===== src/rtl/mc_fifo_pkg.sv =====
// rtl/mc_fifo_pkg.sv - shared defaults, widths, types and constants for the multi-channel FIFO
package mc_fifo_pkg;

    localparam int FIFO_WIDTH_DEF = 16;
    localparam int FIFO_DEPTH_DEF = 8;
    localparam int NUM_CH_DEF     = 4;

    localparam int CH_W  = (NUM_CH_DEF > 1) ? $clog2(NUM_CH_DEF) : 1;
    localparam int CNT_W = $clog2(FIFO_DEPTH_DEF + 1);

    typedef logic [FIFO_WIDTH_DEF-1:0] data_t;
    typedef logic [CH_W-1:0]           ch_t;
    typedef logic [CNT_W-1:0]          cnt_t;

    localparam logic ACTIVE   = 1'b1;
    localparam logic INACTIVE = 1'b0;

    // Width of an index over n items, never narrower than one bit
    function automatic int clog2_min1(input int n);
        return (n > 1) ? $clog2(n) : 1;
    endfunction

endpackage


===== src/rtl/mc_sync_fifo_channel.sv =====
// rtl/mc_sync_fifo_channel.sv - single channel queue: storage, wrapping pointers, count and level flags
module fifo_channel
    import mc_fifo_pkg::*;
#(
    parameter int WIDTH = 16,
    parameter int DEPTH = 8,
    parameter int AF_TH = DEPTH - 1,
    parameter int AE_TH = 1
) (
    input  logic             clk,
    input  logic             rst_n,
    input  logic             push,
    input  logic             pop,
    input  logic [WIDTH-1:0] din,
    output logic [WIDTH-1:0] head,
    output logic             full,
    output logic             empty,
    output logic             almostfull,
    output logic             almostempty
);

    localparam int PTR_W    = clog2_min1(DEPTH);
    localparam int CNT_BITS = $clog2(DEPTH + 1);
    localparam logic [PTR_W-1:0]    PTR_LAST = PTR_W'(DEPTH - 1);
    localparam logic [CNT_BITS-1:0] CNT_FULL = CNT_BITS'(DEPTH);

    logic [WIDTH-1:0]    mem [DEPTH];
    logic [PTR_W-1:0]    wr_ptr_q, wr_ptr_d;
    logic [PTR_W-1:0]    rd_ptr_q, rd_ptr_d;
    logic [CNT_BITS-1:0] count_q, count_d;

    // Pointers wrap by explicit compare so non-power-of-two depths work; count moves only when one side fires
    always_comb begin
        wr_ptr_d = wr_ptr_q;
        rd_ptr_d = rd_ptr_q;
        count_d  = count_q;
        if (push) begin
            wr_ptr_d = (wr_ptr_q == PTR_LAST) ? '0 : wr_ptr_q + PTR_W'(1);
        end
        if (pop) begin
            rd_ptr_d = (rd_ptr_q == PTR_LAST) ? '0 : rd_ptr_q + PTR_W'(1);
        end
        if (push && !pop) begin
            count_d = count_q + CNT_BITS'(1);
        end else if (pop && !push) begin
            count_d = count_q - CNT_BITS'(1);
        end
    end

    // Pointer and count state; reset discards everything stored
    always_ff @(posedge clk) begin
        if (!rst_n) begin
            wr_ptr_q <= '0;
            rd_ptr_q <= '0;
            count_q  <= '0;
        end else begin
            wr_ptr_q <= wr_ptr_d;
            rd_ptr_q <= rd_ptr_d;
            count_q  <= count_d;
        end
    end

    // Storage array, intentionally left uninitialised by reset
    always_ff @(posedge clk) begin
        if (push) begin
            mem[wr_ptr_q] <= din;
        end
    end

    assign head        = mem[rd_ptr_q];
    assign full        = (count_q == CNT_FULL);
    assign empty       = (count_q == '0);
    assign almostfull  = (int'(count_q) >= AF_TH);
    assign almostempty = (int'(count_q) <= AE_TH);

endmodule


===== src/rtl/mc_sync_fifo.sv =====
// rtl/mc_sync_fifo.sv - multi-channel synchronous FIFO with round-robin read arbiter; option MC_FIFO_STICKY_ERR_EN
module mc_sync_fifo
    import mc_fifo_pkg::*;
#(
    parameter int FIFO_WIDTH = FIFO_WIDTH_DEF,
    parameter int FIFO_DEPTH = FIFO_DEPTH_DEF,
    parameter int NUM_CH     = NUM_CH_DEF,
    parameter int AF_TH      = FIFO_DEPTH - 1,
    parameter int AE_TH      = 1,
    localparam int CH_BITS   = clog2_min1(NUM_CH)
) (
    input  logic                  clk,
    input  logic                  rst_n,
    input  logic                  wr_en,
    input  logic [CH_BITS-1:0]    wr_ch,
    input  logic [FIFO_WIDTH-1:0] data_in,
    input  logic                  rd_en,
`ifdef MC_FIFO_STICKY_ERR_EN
    input  logic                  err_clr,
`endif
    output logic [FIFO_WIDTH-1:0] data_out,
    output logic [CH_BITS-1:0]    rd_ch,
    output logic                  rd_valid,
    output logic                  wr_ack,
    output logic                  overflow,
    output logic                  underflow,
    output logic [NUM_CH-1:0]     full,
    output logic [NUM_CH-1:0]     empty,
    output logic [NUM_CH-1:0]     almostfull,
    output logic [NUM_CH-1:0]     almostempty
);

    logic [FIFO_WIDTH-1:0] head [NUM_CH];
    logic [NUM_CH-1:0]     push, pop;
    logic [CH_BITS-1:0]    grant;
    logic                  grant_vld;
    int                    idx;

    logic [FIFO_WIDTH-1:0] data_out_q, data_out_d;
    logic [CH_BITS-1:0]    rd_ch_q, rd_ch_d;
    logic [CH_BITS-1:0]    last_grant_q, last_grant_d;
    logic                  rd_valid_q, rd_valid_d;
    logic                  wr_ack_q, wr_ack_d;
    logic                  overflow_q, overflow_d;
    logic                  underflow_q, underflow_d;
    logic                  ovf_evt, udf_evt;

    for (genvar c = 0; c < NUM_CH; c++) begin : g_ch
        fifo_channel #(
            .WIDTH (FIFO_WIDTH),
            .DEPTH (FIFO_DEPTH),
            .AF_TH (AF_TH),
            .AE_TH (AE_TH)
        ) u_ch (
            .clk         (clk),
            .rst_n       (rst_n),
            .push        (push[c]),
            .pop         (pop[c]),
            .din         (data_in),
            .head        (head[c]),
            .full        (full[c]),
            .empty       (empty[c]),
            .almostfull  (almostfull[c]),
            .almostempty (almostempty[c])
        );
    end

    // Round-robin search over non-empty channels, starting just after the previous grant
    always_comb begin
        grant     = '0;
        grant_vld = INACTIVE;
        idx       = 0;
        for (int i = 0; i < NUM_CH; i++) begin
            idx = int'(last_grant_q) + 1 + i;
            if (idx >= NUM_CH) begin
                idx = idx - NUM_CH;
            end
            if (!grant_vld && !empty[idx]) begin
                grant     = CH_BITS'(idx);
                grant_vld = ACTIVE;
            end
        end
    end

    // Per-channel strobes; a full channel still accepts a write when the same cycle drains it
    always_comb begin
        pop  = '0;
        push = '0;
        for (int c = 0; c < NUM_CH; c++) begin
            pop[c]  = rd_en && grant_vld && (int'(grant) == c);
            push[c] = wr_en && (int'(wr_ch) == c) && (!full[c] || pop[c]);
        end
    end

    // Next values of the registered read/status outputs
    always_comb begin
        data_out_d   = data_out_q;
        rd_ch_d      = rd_ch_q;
        last_grant_d = last_grant_q;
        rd_valid_d   = INACTIVE;
        udf_evt      = rd_en && !grant_vld;
        ovf_evt      = wr_en && !(|push);
        wr_ack_d     = |push;
        if (rd_en && grant_vld) begin
            data_out_d   = head[grant];
            rd_ch_d      = grant;
            last_grant_d = grant;
            rd_valid_d   = ACTIVE;
        end
`ifdef MC_FIFO_STICKY_ERR_EN
        overflow_d  = ovf_evt || (overflow_q && !err_clr);
        underflow_d = udf_evt || (underflow_q && !err_clr);
`else
        overflow_d  = ovf_evt;
        underflow_d = udf_evt;
`endif
    end

    // Output registers; last grant resets to the top channel so the first grant lands on ch0
    always_ff @(posedge clk) begin
        if (!rst_n) begin
            data_out_q   <= '0;
            rd_ch_q      <= '0;
            last_grant_q <= CH_BITS'(NUM_CH - 1);
            rd_valid_q   <= INACTIVE;
            wr_ack_q     <= INACTIVE;
            overflow_q   <= INACTIVE;
            underflow_q  <= INACTIVE;
        end else begin
            data_out_q   <= data_out_d;
            rd_ch_q      <= rd_ch_d;
            last_grant_q <= last_grant_d;
            rd_valid_q   <= rd_valid_d;
            wr_ack_q     <= wr_ack_d;
            overflow_q   <= overflow_d;
            underflow_q  <= underflow_d;
        end
    end

    assign data_out  = data_out_q;
    assign rd_ch     = rd_ch_q;
    assign rd_valid  = rd_valid_q;
    assign wr_ack    = wr_ack_q;
    assign overflow  = overflow_q;
    assign underflow = underflow_q;

endmodule

===== config.mk =====
export PLATFORM = sky130hd
export DESIGN_NAME = mc_sync_fifo
export DESIGN_NICKNAME = d
export VERILOG_FILES = /design/src/rtl/mc_fifo_pkg.sv /design/src/rtl/mc_sync_fifo_channel.sv /design/src/rtl/mc_sync_fifo.sv
export SDC_FILE = /design/constraint.sdc
export NUM_CORES = 1
export LEC_CHECK = 0
export ABC_AREA = 0
export BUFFER_PORTS_ARGS = -buffer_cell sky130_fd_sc_hd__buf_2
export CORE_UTILIZATION = 65
export DETAILED_ROUTE_END_ITERATION = 10
export PLACE_DENSITY = 0.79
export SYNTH_ARGS = -nofsm -noshare
export SYNTH_HDL_FRONTEND = slang
export SYNTH_SLANG_ARGS = --single-unit

===== constraint.sdc =====
create_clock -name clk -period 8.5 [get_ports clk]
set_input_delay 1.275 -clock clk [delete_from_list [all_inputs] [get_ports clk]]
set_output_delay 1.275 -clock clk [all_outputs]
set_load 0.05 [all_outputs]

## Yosys cells after proc, flatten, opt, wreduce, memory -nomap -nowiden

Memory sizes are Yosys's and may differ from the RTL's. A register that Yosys moved wholly into a read port is not among the register bits.
Index checks and enable logic that the tools add are counted.

| word-level totals | value |
|---|---|
| memories | 4 |
| bits in registers | 64 |
| logic and storage cells | 203 |
| output and inout bits | 38 |
| RAM bits | 512 |
| bits of input ports | 22 |

| cells by class | value |
|---|---|
| bitwise operators | 1 |
| $add $sub $neg | 24 |
| order comparisons | 17 |
| mux-type cells | 60 |
| reductions and logical operators | 60 |
| equal/unequal tests | 18 |

Memory list:

| name | words | width | rd ports | clocked after Yosys merged registers in | wr ports | line | text |
|---|---|---|---|---|---|---|---|
| g_ch[0].u_ch.mem | 8 | 16 | 1 | 1 | 1 | mc_sync_fifo_channel.sv:27 | `logic [WIDTH-1:0] mem [DEPTH];` |
| g_ch[1].u_ch.mem | 8 | 16 | 1 | 1 | 1 | mc_sync_fifo_channel.sv:27 |  |
| g_ch[2].u_ch.mem | 8 | 16 | 1 | 1 | 1 | mc_sync_fifo_channel.sv:27 |  |
| g_ch[3].u_ch.mem | 8 | 16 | 1 | 1 | 1 | mc_sync_fifo_channel.sv:27 |  |

Operators with widths:

| kind | count |
|---|---|
| $lt A32 B4 Y1 const B | 4 |
| $mux W32 | 4 |
| $ge A32 B4 Y1 const B | 3 |
| $sub A32 B4 Y32 const B | 3 |
| $mux W3 | 16 |
| $add A32 B2 Y32 const B | 1 |
| $add A32 B3 Y32 const B | 1 |
| $bmux W16 S2 | 1 |
| $mux W16 | 2 |
| $mux W4 | 8 |
| $logic_and A1 B1 Y1 | 26 |
| $add A3 B1 Y3 const B | 8 |
| $eq A3 B3 Y1 const B | 8 |
| $mux W1 | 21 |
| $ge A4 B3 Y1 const B | 5 |
| $logic_not A1 Y1 | 19 |
| $add A4 B1 Y4 const B | 4 |
| $eq A4 B4 Y1 const B | 4 |
| $le A4 B1 Y1 const B | 4 |
| $logic_not A4 Y1 | 4 |
| $sub A4 B1 Y4 const B | 4 |
| $bmux W1 S2 | 4 |
| $eq A2 B2 Y1 const B | 4 |
| $mux W2 | 4 |
| other kinds (10) | 18 |

## Longest topological paths before layout

| depth | value |
|---|---|
| depth in word-level cells | 24 |
| mapped depth | 14 |

## Hierarchy

From an unflattened synthesis, not the netlist that was laid out.

| unflattened totals | value |
|---|---|
| cells, all modules | 1242 |
| area, all modules | 23800.3 um^2 |

By module, submodules not included:

| module | cells each | sequential area each (um^2) | area an instance (um^2) | instances |
|---|---|---|---|---|
| fifo_channel (g_ch[2].u_ch ...) | 259 | 4103.9 | 5586.6 | 2 |
| fifo_channel (g_ch[1].u_ch) | 259 | 4103.9 | 5576.6 | 1 |
| fifo_channel (g_ch[0].u_ch) | 258 | 4103.9 | 5574.1 | 1 |
| mc_sync_fifo | 207 | 480.5 | 1476.4 | 1 |

## Worst setup path after synthesis

Ideal clock, no wire load.

| timing path | value |
|---|---|
| kind | input to register |
| start | input rd_en |
| end | memory g_ch[1].u_ch.mem[4][0], enable pin |
| setup time | 436 ps |
| arrival | 3895 ps |
| slack | 4169 ps |
| stages | 5 |
| path buffers | 1 |
| path through | clkbuf_1 -> nand2_1 -> a211oi_1 -> o21ai_1 -> nor4b_1 |

| on the way | value |
|---|---|
| cells in the longest elaborated chain, start to end | 6 |

RTL lines:

| item | line | text |
|---|---|---|
| from (decl) | mc_sync_fifo.sv:17 | `input logic rd_en,` |
| $logic_and A1 B1 Y1 (2 in a row) | mc_sync_fifo.sv:90 | `pop[c] = rd_en && grant_vld && (int'(grant) == c);` |
| $logic_or A1 B1 Y1 | mc_sync_fifo.sv:91 | `push[c] = wr_en && (int'(wr_ch) == c) && (!full[c] \|\| pop[c]);` |
| $logic_and A1 B1 Y1 | mc_sync_fifo.sv:91 |  |
| $mux W1 | mc_sync_fifo_channel.sv:65 | `if (push) begin` |
| $mux W1 (implied by the code) | mc_sync_fifo_channel.sv:66 | `mem[wr_ptr_q] <= din;` |
| to (decl) | mc_sync_fifo_channel.sv:27 |  |

No other way between the ends.

## Worst setup path after layout

| timing path | value |
|---|---|
| start | register g_ch[0].u_ch.count_q[1] |
| end | register g_ch[3].u_ch.count_q[3] |

| on the way | value |
|---|---|
| cells in the longest elaborated chain, start to end | 20 |

RTL lines:

| item | line | text |
|---|---|---|
| from (decl) | mc_sync_fifo_channel.sv:30 | `logic [CNT_BITS-1:0] count_q, count_d;` |
| from (signal assigned) | mc_sync_fifo_channel.sv:59 | `count_q <= count_d;` |
| $logic_not A4 Y1 (*) | mc_sync_fifo_channel.sv:72 | `assign empty = (count_q == '0);` |
| $bmux W1 S2 | mc_sync_fifo.sv:78 | `if (!grant_vld && !empty[idx]) begin` |
| $mux W1 (implied by the code) (2 in a row) | mc_sync_fifo.sv:78 |  |
| $logic_not A1 Y1 | mc_sync_fifo.sv:78 |  |
| $logic_and A1 B1 Y1 | mc_sync_fifo.sv:78 |  |
| $mux W1 | mc_sync_fifo.sv:78 |  |
| $logic_not A1 Y1 | mc_sync_fifo.sv:78 |  |
| $logic_and A1 B1 Y1 | mc_sync_fifo.sv:78 |  |
| (+3 left out) | -- |  |
| $mux W2 or $mux W1 (tied branches) | mc_sync_fifo.sv:78 |  |
| $eq A2 B1 Y1 or $logic_and A1 B1 Y1 (tied branches) | mc_sync_fifo.sv:90 |  |
| $logic_and A1 B1 Y1 (*) | mc_sync_fifo.sv:90 |  |
| $logic_or A1 B1 Y1 | mc_sync_fifo.sv:91 |  |
| $logic_and A1 B1 Y1 | mc_sync_fifo.sv:91 |  |
| $logic_not A1 Y1 | mc_sync_fifo_channel.sv:45 | `end else if (pop && !push) begin` |
| $logic_and A1 B1 Y1 | mc_sync_fifo_channel.sv:45 |  |
| $reduce_bool A2 Y1 (no source line) | -- |  |
| to (signal assigned) | mc_sync_fifo_channel.sv:59 |  |
| to (decl) | mc_sync_fifo_channel.sv:30 |  |

Mark *: on every way between the ends. The rest lies on a longest branch, timed or not. The select of a mux whose other input is x is not followed.
A chain may end at the register's enable or synchronous reset.

==> results by group <==
Die
  • Core area: 0.0355 mm^2
  • Die area: 0.0368 mm^2
  • Row count: 69
  • Initial Util: 66.0%
  • Die Width: 192 um
  • IO Pins: 60
  • Die Span Y: 192 um

Synth
  • Seq/Total Area, Yosys: 72.2%
  • Top-count cell post-synth: edfxtp_1
  • Synth Flop Type: edfxtp_1
  • Synthesis Warnings: 0
  • Number of synthesized register bits: 588
  • Area contributors post-synth: edfxtp_1, mux4_2, dfxtp_1
  • Mapped Nets: 1303
  • Post-synth EDFFs: 512
  • Top cell type's share of synthesized area: 65.7%
  • Area leader, netlist: edfxtp_1
  • Synthesized instance count: 1249
  • Commonest cells post-synth: edfxtp_1, mux4_2, nand2_1
  • Syn avg cell area: 18.7 um^2
  • Netlist Area Pre-Place: 0.0234 mm^2
  • Netlist cell types: 61
  • Post-synth ARST share: 0%

Critical path
  • Worst Path Class, Setup: flip-flop to flip-flop
  • CP Max Fanout: 68
  • Req. time, crit path: 8.99 ns
  • Startpoint Class: flip-flop
  • CP Capture Type: flip-flop
  • CP Data Arrival Time: 4.32 ns

Clock network
  • Root Buffer: clkbuf_16
  • Clock Pin Slew Worst Setup and Hold Paths: 0.06 ns
  • Clock tree buffer depth: 3
  • CTS tree: yes
  • # resized after CTS: 0
  • Num Clock Sinks: 588
  • H-tree levels: 2
  • Post-CTS Setup Inserts: 0
  • Clock Latency Late Sink: 0.61 ns
  • Hold-fix buffers at CTS: 0
  • TritonCTS Buffers: 55

Power
  • P_int: 0.00546 W
  • Leakage power: 8.57 nW
  • Peak VDD IR: 0.000349 V
  • Sw Share: 31.9%
  • Psw: 0.00256 W
  • Combinational Power Share: 27.4%
  • Reg power frac: 42.5%
  • Pwr dens: 308 mW/mm^2
  • Clock power share: 30.2%

Placement
  • Place WS: 4.66 ns
  • Port Buffers: 59
  • DP Wirelength: 28.8 mm
  • Routability cong.: 0.871

Drt
  • Initial DRC count: 1264
  • Routed length per instance: 26.6 um
  • DRC: 0
  • Final wirelength: 48.9 mm
  • WL met3: 4.07 mm
  • Via density: 6.44
  • Antenna Nets Post-Route: 0
  • Highest routed metal layer: met4
  • Drt first pass iters: 5
  • DR WL met2: 24.8 mm
  • Vias: 11848
  • Met1 WL: 18.7 mm

Global routing
  • Antenna violations before repair: 0
  • Pin count of the biggest net entering global routing: 69
  • Number of global-route vias before repair: 11722
  • GRT Resource Usage Total: 27.6%
  • Remaining global-route overflow: 0
  • First-pass GRT wire length: 72.2 mm

Timing
  • Endpoints failing hold: 0
  • Worst slew margin: 18.6%
  • Setup violations, final: 0
  • Max-slew violations: 0
  • Post-layout min period: 3.83 ns
  • Final period utilization: 45.0%
  • Worst Skew: 0.0200 ns
  • Setup TNS: 0 ns
  • Hold slack: 0.490 ns
  • Slew at the pin closest to its max-slew limit: 1.22 ns
  • Final WS setup: 4.67 ns
  • RSZ-0062 raised after global routing: false
  • Max frequency: 261 MHz

Layout
  • ANT cells: 0
  • Fill cell count: 1960
  • Area of the multi-input gates: 0.00615 mm^2
  • Nets@finish: 1386
  • Fraction of layout cells with a size suffix above 1: 27.3%
  • Area Growth Syn to Fin: 11.4%
  • Core Util, Final: 73.5%
  • FF+latch area: 0.0169 mm^2

Flow run
  • MaxCap Viol Count: 0

Status
  • Outcome: finished clean

Hold path
  • Hold WC Path Type: flip-flop to flip-flop
-- path summary, 6_finish.rpt --
kind / start / end / slack (ns) / depth (start not counted)
setup / recovery: g_ch[0].u_ch.count_q[1] / g_ch[3].u_ch.count_q[3] / 4.67 / 13
hold / removal: rd_ch[1] / rd_ch[1] / 0.49 / 2
setup reg to reg: g_ch[0].u_ch.count_q[1] / g_ch[3].u_ch.count_q[3] / 4.67 / 13
hold reg to reg: rd_ch[1] / rd_ch[1] / 0.49 / 2
-- per-layer routing --
metal | GRT usage [%] | vias up
li1 | - | 5113
met1 | 36.5 | 6119
met2 | 46.3 | 529
met3 | 5.65 | 87
met4 | 8.64 | 0
met5 | 0 | -
-- flip-flops by register name, indices dropped and copies added (netlist names), named ones only --
signal	flops
g_ch.u_ch.mem	512
data_out	16
g_ch.u_ch.count_q	16
g_ch.u_ch.rd_ptr_q	12
g_ch.u_ch.wr_ptr_q	12
last_grant_q	2
rd_ch	2
overflow	1
rd_valid	1
underflow	1
wr_ack	1
-- final cells by class --
cell class | count | area share (%)
multi-input cells | 571 | 23.6
repair buffers | 100 | 2.31
inverters | 16 | 0.235
flip-flops and latches | 588 | 64.8
well taps | 461 | 2.21
clock inverters | 24 | 0.791
clock buffers | 80 | 6.10
-- power groups by stage --
stage	clock network, W	logic [W]	registers [W]
finish	0.00242	0.00220	0.00341
global route	0.00255	0.00235	0.00342
CTS	0.00245	0.00221	0.00340
detailed placement	0	0.00219	0.00346
global placement	0	0.00214	0.00345
floorplan	0	0.00168	0.00350
-- cells in the final DEF, fill, tap and decap left out, drive strengths merged, types with 7 or more instances in the layout --
| cell type | instances |
|---|---|
| a21boi | 15 |
| a21oi | 7 |
| and2 | 15 |
| buf | 100 |
| clkbuf | 80 |
| clkinv | 20 |
| dfxtp | 76 |
| edfxtp | 512 |
| ha | 32 |
| inv | 16 |
| mux2 | 32 |
| mux2i | 50 |
| mux4 | 128 |
| nand2 | 83 |
| nand2b | 10 |
| nand3 | 18 |
| nand4 | 7 |
| nor2 | 36 |
| nor2b | 16 |
| nor3 | 12 |
| o211ai | 32 |
| o21ai | 15 |
| or3 | 8 |
| xor2 | 8 |
-- cell families (layout without fill, tap and decap cells) --
family          count (synthesis)  after routing  share of synthesized area [%]
xor+xnor                       12             12                          0.449
flops                         588            588                           72.2
compound gates                 84             84                           2.64
buf+inv                        90            220                           1.87
mux                           210            210                           16.0
fa+ha+maj                      32             32                           1.71
simple gates                  233            233                           5.17
-- worst max-delay path, cell delays in order, from the launching register on --
cell and delay (ns):
dfxtp_1 0.34, inv_1 0.10, ha_1 0.20, or3b_1 0.44
o221ai_1 0.32, and2_2 0.20, buf_4 0.56, and3_1 0.42
inv_1 0.07, ha_1 0.25, or4_1 0.40, a21oi_1 0.19
xor2_1 0.08, and2_1 0.15
-- through the flow --
stage / total power, W / instances / area (um^2)
floorplan: 0.00519 / 1249 / 23400
global placement: 0.00560 / 1736 / 24300
detailed placement: 0.00565 / 1736 / 24300
CTS: 0.00806 / 1840 / 26100
global route: 0.00832 / 1840 / 26100
finish: 0.00802 / 1840 / 26100
(Power assumes the default switching activity.)
